$ cat config.mk
export PLATFORM = sky130hd
export DESIGN_NAME = line_refill_engine
export DESIGN_NICKNAME = d
export VERILOG_FILES = /design/src/rtl/line_refill_engine.sv
export SDC_FILE = /design/constraint.sdc
export NUM_CORES = 2
export LEC_CHECK = 0
export CELL_PAD_IN_SITES_DETAIL_PLACEMENT = 2
export CELL_PAD_IN_SITES_GLOBAL_PLACEMENT = 2
export CORE_MARGIN = 2
export CORE_UTILIZATION = 43
export DETAILED_ROUTE_END_ITERATION = 10
export PLACE_DENSITY_LB_ADDON = 0.1
export SLEW_MARGIN = 20
export SYNTH_ARGS = -nofsm -noshare
export SYNTH_HDL_FRONTEND = slang
export SYNTH_SLANG_ARGS = --single-unit
export TNS_END_PERCENT = 5
$ cat constraint.sdc
create_clock -name clk -period 16.4 [get_ports clk]
set_input_delay 3.28 -clock clk [delete_from_list [all_inputs] [get_ports clk]]
set_output_delay 3.28 -clock clk [all_outputs]
set_load 0.005 [all_outputs]
$ cat src/rtl/line_refill_engine.sv
// Line refill engine: fetches one cache line beat-by-beat from backing memory,
// assembles it and queues {index, tag, line} in a small fill FIFO for the cache.
module line_refill_engine #(
  parameter int unsigned LINE_WIDTH     = 512,
  parameter int unsigned WORD_WIDTH     = 32,
  parameter int unsigned WORDS_PER_LINE = 16,
  parameter int unsigned INDEX_WIDTH    = 8,
  parameter int unsigned TAG_WIDTH      = 18,
  parameter int unsigned FIFO_DEPTH     = 4,
  parameter int unsigned PTR_WIDTH      = 2
) (
  input  logic                             clk,
  input  logic                             reset,
  input  logic                             req_valid,
  output logic                             req_ready,
  input  logic [INDEX_WIDTH+TAG_WIDTH-1:0] req_line_addr,
  output logic                             mem_rd_valid,
  input  logic                             mem_rd_ready,
  output logic [31:0]                      mem_rd_addr,
  input  logic                             mem_resp_valid,
  input  logic [WORD_WIDTH-1:0]            mem_resp_data,
  input  logic                             fill_pop,
  output logic                             fill_empty,
  output logic                             fill_full,
  output logic [PTR_WIDTH:0]               fill_count,
  output logic [INDEX_WIDTH-1:0]           fill_index,
  output logic [TAG_WIDTH-1:0]             fill_tag,
  output logic [LINE_WIDTH-1:0]            fill_data,
  output logic                             busy
);

  localparam int unsigned LA_W   = INDEX_WIDTH + TAG_WIDTH;
  localparam int unsigned ADDR_W = 32;
  localparam int unsigned OFS_W  = ADDR_W - LA_W;
  localparam int unsigned BEAT_W = $clog2(WORDS_PER_LINE);
  localparam int unsigned CNT_W  = PTR_WIDTH + 1;
  localparam logic [BEAT_W-1:0] LAST_BEAT = BEAT_W'(WORDS_PER_LINE - 1);
  localparam logic [CNT_W-1:0]  FULL_CNT  = CNT_W'(FIFO_DEPTH);

  typedef enum logic [1:0] {ST_IDLE, ST_ISSUE, ST_WAIT, ST_PUSH} state_t;

  typedef struct packed {
    logic [INDEX_WIDTH-1:0] index;
    logic [TAG_WIDTH-1:0]   tag;
    logic [LINE_WIDTH-1:0]  line;
  } fill_entry_t;

  state_t                                   state_q, state_d;
  logic [BEAT_W-1:0]                        beat_q, beat_d;
  logic [LA_W-1:0]                          line_addr_q, line_addr_d;
  logic                                     req_ready_d, mem_rd_valid_d, busy_d;
  logic [ADDR_W-1:0]                        mem_rd_addr_d;
  logic                                     push_en, pop_en;
  logic [CNT_W-1:0]                         count_d;
  logic [PTR_WIDTH-1:0]                     wr_ptr_q, rd_ptr_q;
  logic [WORDS_PER_LINE-1:0][WORD_WIDTH-1:0] line_buf;
  fill_entry_t                              fifo_mem [FIFO_DEPTH];

  // Next-state, FIFO handshake and next values of the registered outputs
  always_comb begin
    state_d        = state_q;
    beat_d         = beat_q;
    line_addr_d    = line_addr_q;
    push_en        = 1'b0;
    pop_en         = 1'b0;
    count_d        = fill_count;
    req_ready_d    = 1'b0;
    mem_rd_valid_d = 1'b0;
    busy_d         = 1'b0;
    mem_rd_addr_d  = mem_rd_addr;

    case (state_q)
      ST_IDLE: begin
        if (req_valid) begin
          line_addr_d = req_line_addr;
          beat_d      = '0;
          state_d     = ST_ISSUE;
        end
      end
      ST_ISSUE: begin
        if (mem_rd_ready) state_d = ST_WAIT;
      end
      ST_WAIT: begin
        if (mem_resp_valid) begin
          if (beat_q == LAST_BEAT) begin
            state_d = ST_PUSH;
          end else begin
            beat_d  = beat_q + BEAT_W'(1);
            state_d = ST_ISSUE;
          end
        end
      end
      ST_PUSH: begin
        // A pop in the same cycle frees the slot even when the FIFO is full
        if ((fill_count != FULL_CNT) || fill_pop) begin
          push_en = 1'b1;
          state_d = ST_IDLE;
        end
      end
      default: state_d = ST_IDLE;
    endcase

    pop_en         = fill_pop && (fill_count != '0);
    count_d        = fill_count + CNT_W'(push_en) - CNT_W'(pop_en);
    req_ready_d    = (state_d == ST_IDLE);
    busy_d         = (state_d != ST_IDLE);
    mem_rd_valid_d = (state_d == ST_ISSUE);
    if (mem_rd_valid_d) begin
      mem_rd_addr_d = {line_addr_d, OFS_W'(0)} + ADDR_W'({beat_d, 2'b00});
    end
  end

  // FSM state, beat counter, latched request and registered control outputs
  always_ff @(posedge clk) begin
    if (reset) begin
      state_q      <= ST_IDLE;
      beat_q       <= '0;
      line_addr_q  <= '0;
      req_ready    <= 1'b1;
      mem_rd_valid <= 1'b0;
      mem_rd_addr  <= '0;
      busy         <= 1'b0;
    end else begin
      state_q      <= state_d;
      beat_q       <= beat_d;
      line_addr_q  <= line_addr_d;
      req_ready    <= req_ready_d;
      mem_rd_valid <= mem_rd_valid_d;
      mem_rd_addr  <= mem_rd_addr_d;
      busy         <= busy_d;
    end
  end

  // FIFO pointers, occupancy and status flags
  always_ff @(posedge clk) begin
    if (reset) begin
      wr_ptr_q   <= '0;
      rd_ptr_q   <= '0;
      fill_count <= '0;
      fill_empty <= 1'b1;
      fill_full  <= 1'b0;
    end else begin
      if (push_en) wr_ptr_q <= wr_ptr_q + PTR_WIDTH'(1);
      if (pop_en)  rd_ptr_q <= rd_ptr_q + PTR_WIDTH'(1);
      fill_count <= count_d;
      fill_empty <= (count_d == '0);
      fill_full  <= (count_d == FULL_CNT);
    end
  end

  // Line assembly buffer; contents are don't-care until a full line has landed
  always_ff @(posedge clk) begin
    if ((state_q == ST_WAIT) && mem_resp_valid) line_buf[beat_q] <= mem_resp_data;
  end

  // FIFO storage; no reset needed since the flags gate validity
  always_ff @(posedge clk) begin
    if (push_en) begin
      fifo_mem[wr_ptr_q] <= {line_addr_q[INDEX_WIDTH-1:0], line_addr_q[LA_W-1:INDEX_WIDTH],
                             LINE_WIDTH'(line_buf)};
    end
  end

  assign fill_index = fifo_mem[rd_ptr_q].index;
  assign fill_tag   = fifo_mem[rd_ptr_q].tag;
  assign fill_data  = fifo_mem[rd_ptr_q].line;

endmodule
==> impl_metrics.prom <==
# TYPE chip_impl_metric gauge
chip_impl_info{name="run_status",value="finished clean"} 1
chip_impl_metric{name="via_count_of_the_routed_design",unit=""} 42860
chip_impl_info{name="yosysTopAreaCell",value="edfxtp_1"} 1
chip_impl_metric{name="drt-vias-per-instance",unit=""} 5.55
chip_impl_metric{name="drc",unit=""} 0
chip_impl_metric{name="cts_max_path_buffers",unit=""} 4
chip_impl_metric{name="dieArea",unit="um^2"} 227000
chip_impl_metric{name="hold_viol",unit=""} 0
chip_impl_info{name="critical-path-top-cell-by-count",value="buf_4"} 1
chip_impl_metric{name="avgRoutedWirePerCell",unit="um"} 36.6
chip_impl_metric{name="timing.max_slew.rel_slack",unit="%"} 29.2
chip_impl_info{name="endpoint_kind",value="output pin"} 1
chip_impl_metric{name="avgSynthCellArea",unit="um^2"} 26.1
chip_impl_metric{name="groute.layer.met1.usage",unit="%"} 32.0
chip_impl_metric{name="crit_arrival",unit="ns"} 5.43
chip_impl_metric{name="gr-usage-all-layers",unit="%"} 24.9
chip_impl_metric{name="clock_insertion_delay_worst_skew",unit="ns"} 0.91
chip_impl_metric{name="rrSetupSlack",unit="ns"} 11.72
chip_impl_metric{name="post_cts_buffers",unit=""} 0
chip_impl_metric{name="route.antenna.remaining_nets",unit=""} 0
chip_impl_metric{name="grt_pass1_wl",unit="um"} 394000
chip_impl_info{name="cell_chain_critical_path",value="buf_4 -> buf_4 -> buf_12 -> mux4_2 -> clkdlybuf4s50_1"} 1
chip_impl_metric{name="die_w",unit="um"} 476
chip_impl_metric{name="ys.warnings.count",unit=""} 0
chip_impl_metric{name="clock_sinks",unit=""} 2740
chip_impl_metric{name="skew",unit="ns"} 0.0560
chip_impl_metric{name="io-pin-count",unit=""} 642
chip_impl_info{name="tritoncts",value="done"} 1
chip_impl_metric{name="cts.clk_slew.worst_paths",unit="ns"} 0.06
chip_impl_metric{name="irDropWorstVdd",unit="mV"} 0.106
chip_impl_metric{name="cts.repair.resized",unit=""} 0
chip_impl_metric{name="critical_path_required",unit="ns"} 13.12
chip_impl_metric{name="syn-instance-count",unit=""} 3669
chip_impl_metric{name="power_density",unit="nW/um^2"} 148
chip_impl_metric{name="fin_crit_share",unit="%"} 53.1
chip_impl_metric{name="initial_core_util",unit="%"} 43.2
chip_impl_metric{name="routed_wirelength",unit="um"} 283000
chip_impl_metric{name="fraction_of_layout_instances_using_a_drive_strength_above_1",unit="%"} 22.3
chip_impl_metric{name="flow.area_growth_from_synthesis",unit="%"} 20.0
chip_impl_metric{name="placed_cells_incl_taps",unit=""} 7225
chip_impl_metric{name="finalWeightedCongestion",unit=""} 0.720
chip_impl_metric{name="timing.setup.tns",unit="ns"} 0
chip_impl_metric{name="synth-seq-area-share",unit="%"} 85.0
chip_impl_info{name="ctsRootBufferMaster",value="clkbuf_16"} 1
chip_impl_metric{name="met3_usage",unit="%"} 5.55
chip_impl_metric{name="measured_slew_at_the_worst_slew_check_pin",unit="ns"} 1.06
chip_impl_info{name="worst_hold_path_type",value="flop to flop"} 1
chip_impl_metric{name="finalMaxSlewViolations",unit=""} 0
chip_impl_metric{name="min_period",unit="ns"} 8.71
chip_impl_metric{name="fillerInstances",unit=""} 18965
chip_impl_metric{name="antenna_found_initial",unit=""} 21
chip_impl_metric{name="ctsHoldBuffers",unit=""} 0
chip_impl_metric{name="cts_max_level",unit=""} 5
chip_impl_metric{name="drt_pass1_iterations",unit=""} 5
chip_impl_metric{name="max_freq",unit="GHz"} 0.115
chip_impl_metric{name="grt_start_max_net_pins",unit=""} 139
chip_impl_metric{name="cap_violations",unit=""} 0
chip_impl_metric{name="netlist-cell-type-count",unit=""} 45
chip_impl_info{name="grt_setup_unrepaired",value="no"} 1
chip_impl_metric{name="mappedNetlistArea",unit="um^2"} 95900
chip_impl_metric{name="synth_top_area_share",unit="%"} 83.4
chip_impl_metric{name="buffer_ports.inserted",unit=""} 639
chip_impl_metric{name="setup_viol",unit=""} 0
chip_impl_metric{name="gr-total-overflow",unit=""} 0
chip_impl_metric{name="final_cell_count_no_fill",unit=""} 7729
chip_impl_metric{name="core",unit="um^2"} 222000
chip_impl_metric{name="drt_iter0_drc",unit=""} 4286
chip_impl_metric{name="leakage_power_total",unit="nW"} 35.5
chip_impl_metric{name="placement_rows",unit=""} 173
chip_impl_metric{name="met2_usage",unit="%"} 42.5
chip_impl_metric{name="synth.ff_latch_count",unit=""} 2740
chip_impl_metric{name="cts_inserted_buffers",unit=""} 304
chip_impl_metric{name="finish.instance_area",unit="um^2"} 115000
chip_impl_metric{name="max_stage_delay",unit="ns"} 0.94
chip_impl_metric{name="post_dp_cell_area",unit="um^2"} 106000
chip_impl_metric{name="floorplan.die.height",unit="um"} 476
chip_impl_info{name="global_route.peak_usage_layer",value="met2"} 1
chip_impl_metric{name="grt_pass1_vias",unit=""} 47623
chip_impl_metric{name="critical_path.max_fanout",unit=""} 90
chip_impl_info{name="worst_path_max_delay_cell",value="dfxtp_4"} 1
chip_impl_metric{name="fin_nets",unit=""} 4632
chip_impl_info{name="timing.critical_path.from_type",value="flop"} 1
chip_impl_info{name="path_class",value="flop to output pin"} 1
chip_impl_metric{name="detailedPlacementHpwl",unit="um"} 170000
chip_impl_info{name="synthTopCellsByArea",value="edfxtp_1 83%, mux4_2 13%, dfxtp_1 1.6%, buf_2 0.40%, nor3b_2 0.35%"} 1
==> cell usage in the layout (no fill, tap or decap), types with 6 or more instances in the layout <==
cell	synthesis	layout
clkinv_2	0	30
clkinv_1	0	63
nor3b_2	27	27
clkinvlp_4	0	7
clkdlybuf4s50_1	0	625
ha_1	10	10
clkbuf_1	40	72
dfxtp_1	76	74
buf_4	5	77
clkbuf_16	0	312
a21o_1	28	28
inv_6	0	6
buf_2	77	14
nor2_1	22	10
bufinv_16	0	9
nand2_1	60	60
buf_12	0	12
inv_1	14	14
mux4_2	538	538
nor2_4	0	12
a21oi_1	30	30
edfxtp_1	2664	2664
==> critical path: cells and delay by family, from the launching register on <==
kind,cells,cell delay (ns)
buffers and inverters,4,2.62
flip-flops,1,0.94
multiplexers,1,0.60
==> kinds of logic after synthesis <==
| kind of cell | after synthesis | share of synthesized area [%] |
|---|---|---|
| AOI/OAI and AO/OA | 71 | 0.476 |
| and+or+nand+nor | 139 | 0.895 |
| other | 1 | 0.00391 |
| xor gates and xnor gates | 5 | 0.0456 |
| muxes | 540 | 12.7 |
| adders and majority gates | 11 | 0.151 |
| buffers and inverters | 162 | 0.801 |
| DFF | 2740 | 85.0 |
==> final timing paths <==
kind | start | endpoint | cells past startpoint
worst max register to register | state_q[0]$_SDFF_PP0_ | fifo_mem[2][402]$_DFFE_PP_ | 5
worst min register to register | line_buf[228]$_DFFE_PP_ | fifo_mem[3][228]$_DFFE_PP_ | 0
worst min-delay path | line_buf[228]$_DFFE_PP_ | fifo_mem[3][228]$_DFFE_PP_ | 0
worst max-delay path | flop | fill_data[17] | 5
==> per-stage QoR <==
step	hold WS, ns	power [W]	util (%)	worst slack [ns]
after global placement	0.468	0.0109	47.8	8.42
after CTS	0.485	0.0173	51.8	7.41
after floorplan	0.459	0.00926	-	-0.424
after detailed placement	0.482	0.0109	47.8	8.38
final	0.481	0.0170	51.8	7.69
after global routing	0.506	0.0175	51.8	7.17
==> synthesized netlist by cell type <==
cell and instances:
a2111oi_1 1, a21o_1 28, a21oi_1 30, a221oi_1 1
a31oi_1 1, a32o_1 1, a41oi_1 1, and2_1 5
and3_1 2, and3b_1 1, buf_1 20, buf_2 77
buf_4 5, buf_6 6, clkbuf_1 40, conb_1 1
dfxtp_1 76, edfxtp_1 2664, fa_1 1, ha_1 10
inv_1 14, mux2i_1 2, mux4_2 538, nand2_1 60
nand2b_1 2, nand3_1 1, nand4_1 1, nand4b_1 1
nor2_1 22, nor2b_1 2, nor2b_4 1, nor3_1 7
nor3b_1 1, nor3b_2 27, nor3b_4 1, nor4_1 1
nor4b_1 1, o21ai_0 4, o31a_1 2, o31ai_1 2
or2_0 1, or3b_1 1, or4b_1 1, xnor2_1 4
xor2_1 1
==> layer usage <==
metal / part of all wire (%) / vias to the layer above
met4: 2.9 / 0
met1: 39 / 23607
li1: - / 17372
met5: 0 / -
met2: 51 / 1498
met3: 6.3 / 383
==> registers in the layout (all words and copies together), names as in the netlist, named ones only <==
| signal | cells |
|---|---|
| rd_ptr_q | 2 |
| beat_q | 4 |
| mem_rd_valid | 1 |
| busy | 1 |
| fifo_mem | 2152 |
| wr_ptr_q | 2 |
| fill_full | 1 |
| req_ready | 1 |
| fill_count | 3 |
| mem_rd_addr | 30 |
| fill_empty | 1 |
| state_q | 2 |
| line_addr_q | 26 |
| line_buf | 512 |
==> area by class of cell <==
| type | count | area, um^2 | area share, % |
|---|---|---|---|
| Sequential cell | 2740 | 81500 | 70.8 |
| Inverter | 14 | 52.6 | 0.0456 |
| Multi-Input combinational cell | 768 | 13800 | 12.0 |
| Clock inverter | 116 | 778 | 0.676 |
| Timing Repair Buffer | 729 | 7170 | 6.23 |
| Antenna cell | 2 | 5.00 | 0.00435 |
| Tap cell | 2975 | 3720 | 3.23 |
| Clock buffer | 385 | 8090 | 7.03 |
==> power breakdown <==
group | switching (W) | internal [W]
Clock | 0.00270 | 0.00360
Sequential | 0.0000620 | 0.00764
Combinational | 0.00140 | 0.00161
Note: power is estimated with default switching activity, not from simulation.
